File: config.mk
export PLATFORM = sky130hd
export DESIGN_NAME = ps2_ascii_decoder
export DESIGN_NICKNAME = d
export VERILOG_FILES = /design/src/rtl/ps2_ascii_decoder.sv
export SDC_FILE = /design/constraint.sdc
export NUM_CORES = 1
export LEC_CHECK = 0
export BUFFER_PORTS_ARGS = -buffer_cell sky130_fd_sc_hd__buf_2
export CORE_MARGIN = 2
export CORE_UTILIZATION = 30
export CTS_CLUSTER_SIZE = 20
export DETAILED_ROUTE_END_ITERATION = 10
export PLACE_DENSITY_LB_ADDON = 0.3
export SYNTH_ARGS = -nofsm -noshare
export SYNTH_HDL_FRONTEND = slang
export SYNTH_SLANG_ARGS = --single-unit
export TNS_END_PERCENT = 10
File: constraint.sdc
create_clock -name clk -period 4.3 [get_ports clk]
set_clock_uncertainty 0.05 [all_clocks]
set_input_delay 0.645 -clock clk [delete_from_list [all_inputs] [get_ports clk]]
set_output_delay 0.645 -clock clk [all_outputs]
set_load 0.01 [all_outputs]
File: src/rtl/ps2_ascii_decoder.sv
// PS/2 set-2 scan codes to ASCII: pops the receiver FIFO, tracks E0/F0/Shift/CapsLock,
// and buffers translated characters for the CPU. One code per 3 cycles; push lands at the DECODE edge.
module ps2_ascii_decoder #(
  parameter int DEPTH_LOG2 = 3
) (
  input  logic       clk,
  input  logic       clrn,
  input  logic [7:0] ps2_data,
  input  logic       ps2_ready,
  output logic       ps2_rdn,
  input  logic       rd,
  output logic [7:0] ascii,
  output logic       valid,
  output logic       overflow,
  output logic       shift,
  output logic       caps
);

  localparam logic [DEPTH_LOG2:0] FULL_CNT = {1'b1, {DEPTH_LOG2{1'b0}}};

  typedef enum logic [1:0] {IDLE, POP, DECODE} state_t;

  state_t                state, state_n;
  logic [7:0]            code, code_n;
  logic                  rdn_n, ext, ext_n, brk, brk_n, shift_n, caps_n, push;
  logic [8:0]            map;
  logic [7:0]            mem [0:(1<<DEPTH_LOG2)-1];
  logic [DEPTH_LOG2-1:0] wptr, rptr;
  logic [DEPTH_LOG2:0]   count;
  logic                  pop, full, wr;

  // Returns {hit, ascii}; letters fold to uppercase when upper is set.
  function automatic logic [8:0] scan_map(input logic [7:0] c, input logic upper);
    logic [7:0] ch;
    logic       hit, letter;
    ch = 8'h00; hit = 1'b1; letter = 1'b1;
    case (c)
      8'h1C: ch = 8'h61; 8'h32: ch = 8'h62; 8'h21: ch = 8'h63; 8'h23: ch = 8'h64;
      8'h24: ch = 8'h65; 8'h2B: ch = 8'h66; 8'h34: ch = 8'h67; 8'h33: ch = 8'h68;
      8'h43: ch = 8'h69; 8'h3B: ch = 8'h6A; 8'h42: ch = 8'h6B; 8'h4B: ch = 8'h6C;
      8'h3A: ch = 8'h6D; 8'h31: ch = 8'h6E; 8'h44: ch = 8'h6F; 8'h4D: ch = 8'h70;
      8'h15: ch = 8'h71; 8'h2D: ch = 8'h72; 8'h1B: ch = 8'h73; 8'h2C: ch = 8'h74;
      8'h3C: ch = 8'h75; 8'h2A: ch = 8'h76; 8'h1D: ch = 8'h77; 8'h22: ch = 8'h78;
      8'h35: ch = 8'h79; 8'h1A: ch = 8'h7A;
      default: begin
        letter = 1'b0;
        case (c)
          8'h45: ch = 8'h30; 8'h16: ch = 8'h31; 8'h1E: ch = 8'h32; 8'h26: ch = 8'h33;
          8'h25: ch = 8'h34; 8'h2E: ch = 8'h35; 8'h36: ch = 8'h36; 8'h3D: ch = 8'h37;
          8'h3E: ch = 8'h38; 8'h46: ch = 8'h39;
          8'h29: ch = 8'h20; 8'h5A: ch = 8'h0D; 8'h66: ch = 8'h08;
          default: hit = 1'b0;
        endcase
      end
    endcase
    if (letter && upper) ch = ch - 8'h20;
    return {hit, ch};
  endfunction

  assign map = scan_map(code, shift ^ caps);

  always_comb begin
    state_n = state;
    code_n  = code;
    rdn_n   = 1'b1;
    ext_n   = ext;
    brk_n   = brk;
    shift_n = shift;
    caps_n  = caps;
    push    = 1'b0;
    case (state)
      IDLE: if (ps2_ready) begin
        code_n  = ps2_data;
        rdn_n   = 1'b0;
        state_n = POP;
      end
      POP: state_n = DECODE;
      DECODE: begin
        state_n = IDLE;
        if (code == 8'hE0) ext_n = 1'b1;
        else if (code == 8'hF0) brk_n = 1'b1;
        else begin
          ext_n = 1'b0;
          brk_n = 1'b0;
          if ((code == 8'h12 || code == 8'h59) && !ext) shift_n = ~brk;
          else if (code == 8'h58 && !brk && !ext)    caps_n  = ~caps;
          else if (!ext && !brk && map[8])           push    = 1'b1;
        end
      end
      default: state_n = IDLE;
    endcase
  end

  always_ff @(posedge clk) begin
    if (!clrn) begin
      state   <= IDLE;
      code    <= 8'h00;
      ps2_rdn <= 1'b1;
      ext     <= 1'b0;
      brk     <= 1'b0;
      shift   <= 1'b0;
      caps    <= 1'b0;
    end else begin
      state   <= state_n;
      code    <= code_n;
      ps2_rdn <= rdn_n;
      ext     <= ext_n;
      brk     <= brk_n;
      shift   <= shift_n;
      caps    <= caps_n;
    end
  end

  // A pop in the same cycle frees the slot, so a push into a full FIFO still lands.
  assign pop  = rd && (count != '0);
  assign full = (count == FULL_CNT);
  assign wr   = push && (!full || pop);

  always_ff @(posedge clk) begin
    if (!clrn) begin
      wptr     <= '0;
      rptr     <= '0;
      count    <= '0;
      overflow <= 1'b0;
    end else begin
      if (wr)  wptr <= wptr + 1'b1;
      if (pop) rptr <= rptr + 1'b1;
      if (push && full && !pop) overflow <= 1'b1;
      if (wr && !pop)      count <= count + 1'b1;
      else if (!wr && pop) count <= count - 1'b1;
    end
  end

  always_ff @(posedge clk) begin
    if (clrn && wr) mem[wptr] <= map[7:0];
  end

  assign valid = (count != '0);
  assign ascii = valid ? mem[rptr] : 8'h00;

endmodule

==> reports/qor.csv <==
metric;value;unit
slew_violations;0;
required;4.52;ns
numCtsBuffers;9;
antenna_cells;0;
synth_commonest_cells;64 x edfxtp_1, 31 x nor2_1, 29 x dfxtp_1;
dp_hpwl;7140;µm
synth_edf_count;64;
dieHeight;129;µm
r2r_cells;15;
power_density;476;nW/µm²
cts_htree_levels;3;
grt.total_usage;13.5;%
synth.distinct_cells;65;
die-area;16600;µm²
max_freq;260;MHz
peakVddDrop;184;µV
cts.repair.resized;0;
drive_above_1_share;21.0;%
initial_core_util;30.7;%
synthMostInstantiatedCell;edfxtp_1;
num_rows;45;
io_buffers;24;
gp_congestion;0.879;
die_x;129;µm
final_hold_viol_count;0;
grt_max_degree;32;
power.leakage;1.90;nW
layout.nets;447;
synth_cells;390;
path_class;flop to flop;
rsz0062_at_grt;false;
detail_route.iter0.violations;218;
synth-seq-cells;93;
endpoint_kind;flop;
cap_violations;0;
clockBufferDepth;2;
core_area;15200;µm²
synthesis.area;4670;µm²
final_cell_area;5430;µm²
routed_wl;10400;µm
placed_area;5100;µm²
async_flop_share;0;%
hold_buffers;0;
cts_num_sinks;93;
drt-vias-per-instance;5.07;
globalRouteOverflowTotal;0;
path_clk_slew;0.07;ns
vias;3153;
synth.top_cell.area_share;41.2;%
whs_path_depth;1;
hp-class;flop to flop;
avgRoutedWirePerCell;16.6;µm
yosysWarnings;0;
grt_pass1_vias;3156;
ant_nets;0;
fin_crit_sh;89.6;%
first_pass_iters;5;
cts_root_buffer;clkbuf_16;
relSlewSlack;34.5;%
antenna_found_initial;0;
drc_errors;0;
tritoncts;yes;
critPathArrivalTime;4.07;ns
synth_top_cell_by_area;edfxtp_1;
avgSynthCellArea;12.0;µm²
path_max_fanout;17;
ys.flop_type;edfxtp_1;
setup_viol;0;
clk_latency;0.34;ns
setup-tns-final;0;ns
synthToLayoutAreaGrowth;16.3;%
design_power_total;2.59;mW
status;finished clean;
seq_area_frac_synth;53.6;%
utilization;35.7;%
worst_pin_slew;0.973;ns
grt_pass1_wl;17200;µm
startpoint_type;flop;
layout_min_cycle_time;3.85;ns
boundaryPins;25;
synth_area_leaders;edfxtp_1 41%, dfxtp_1 12%, mux4_2 7.7%;
post_cts_buffers;0;
[metal layers]
layer	up-vias	track usage [%]	part of all wire (%)
li1	1533	-	-
met4	0	4.22	1.5
met3	13	4.16	4.1
met2	83	22.0	48
met1	1524	17.4	46
met5	-	0	0
[worst paths after layout]
path | startpoint | to | slack, ns
max | code[4]$_SDFFE_PN0P_ | count[3]$_SDFFE_PN0P_ | 0.45
min reg2reg | state[1]$_SDFFE_PN0P_ | state[1]$_SDFFE_PN0P_ | 0.43
max reg2reg | code[4]$_SDFFE_PN0P_ | count[3]$_SDFFE_PN0P_ | 0.45
min | state[1]$_SDFFE_PN0P_ | state[1]$_SDFFE_PN0P_ | 0.43
[cell type report]
class | instances | area [µm²]
Clock buffer | 9 | 225
Timing Repair Buffer | 48 | 300
Fill cell | 1517 | 9770
Multi-Input combinational cell | 266 | 2020
Clock inverter | 7 | 105
Inverter | 11 | 41.3
Sequential cell | 93 | 2500
Tap cell | 188 | 235
[kinds of logic (layout without fill, tap and decap cells)]
logic type | after synthesis | after routing | synth area share [%]
AO/OA/AOI/OAI | 60 | 60 | 9.25
XOR/XNOR | 11 | 11 | 2.06
adder cells (fa/ha/maj) | 6 | 6 | 1.77
buffers and inverters | 38 | 75 | 3.67
flip-flops | 93 | 93 | 53.6
multiplexers | 36 | 36 | 12.0
other | 1 | 8 | 0.0804
AND/OR/NAND/NOR | 145 | 145 | 17.5
[power breakdown]
group          switching [mW]  leakage (nW)  internal (mW)
sequential             0.0678         0.841          0.994
clock                   0.352         0.159          0.519
combinational           0.336         0.896          0.318
[sequential cells by signal, summed over array words and instances, names as in the netlist, named ones only]
register  flops
brk           1
caps          1
code          8
count         4
ext           1
mem          64
overflow      1
ps2_rdn       1
rptr          3
shift         1
state         2
wptr          3
[cell usage in the layout, fill, tap and decap left out, drive strengths merged, types with 9 or more instances in the layout]
master / Yosys / routed
edfxtp: 64 / 64
buf: 17 / 48
nor2: 31 / 31
dfxtp: 29 / 29
nand2: 26 / 26
mux2i: 20 / 20
mux4: 16 / 16
nor2b: 15 / 15
a21oi: 14 / 14
inv: 11 / 14
nor3: 12 / 12
xnor2: 10 / 10
nand2b: 10 / 10
clkbuf: 10 / 9
nor4: 9 / 9
[through the flow]
step           hold slack (ns)  std cells  setup WS [ns]
4_1_cts                  0.430        622          0.434
3_3_place_gp             0.418        606          0.430
6_report                 0.430        622          0.448
5_1_grt                  0.470        622          0.116
2_1_floorplan            0.392        397          0.946
3_5_place_dp             0.419        606          0.447
[worst max-delay path, stage by stage, from the launching register on]
cell and delay, ns:
dfxtp_1 0.74, nand2_1 0.27, and3_1 0.25, o221ai_1 0.13, o21ai_1 0.18, or4b_4 0.59
nand3_2 0.09, inv_2 0.03, ha_1 0.19, inv_1 0.12, ha_1 0.24, a21o_1 0.18
a21oi_1 0.16, xnor2_1 0.09, or3_1 0.30, a21boi_0 0.16
Note: power is estimated with default switching activity, not from simulation.
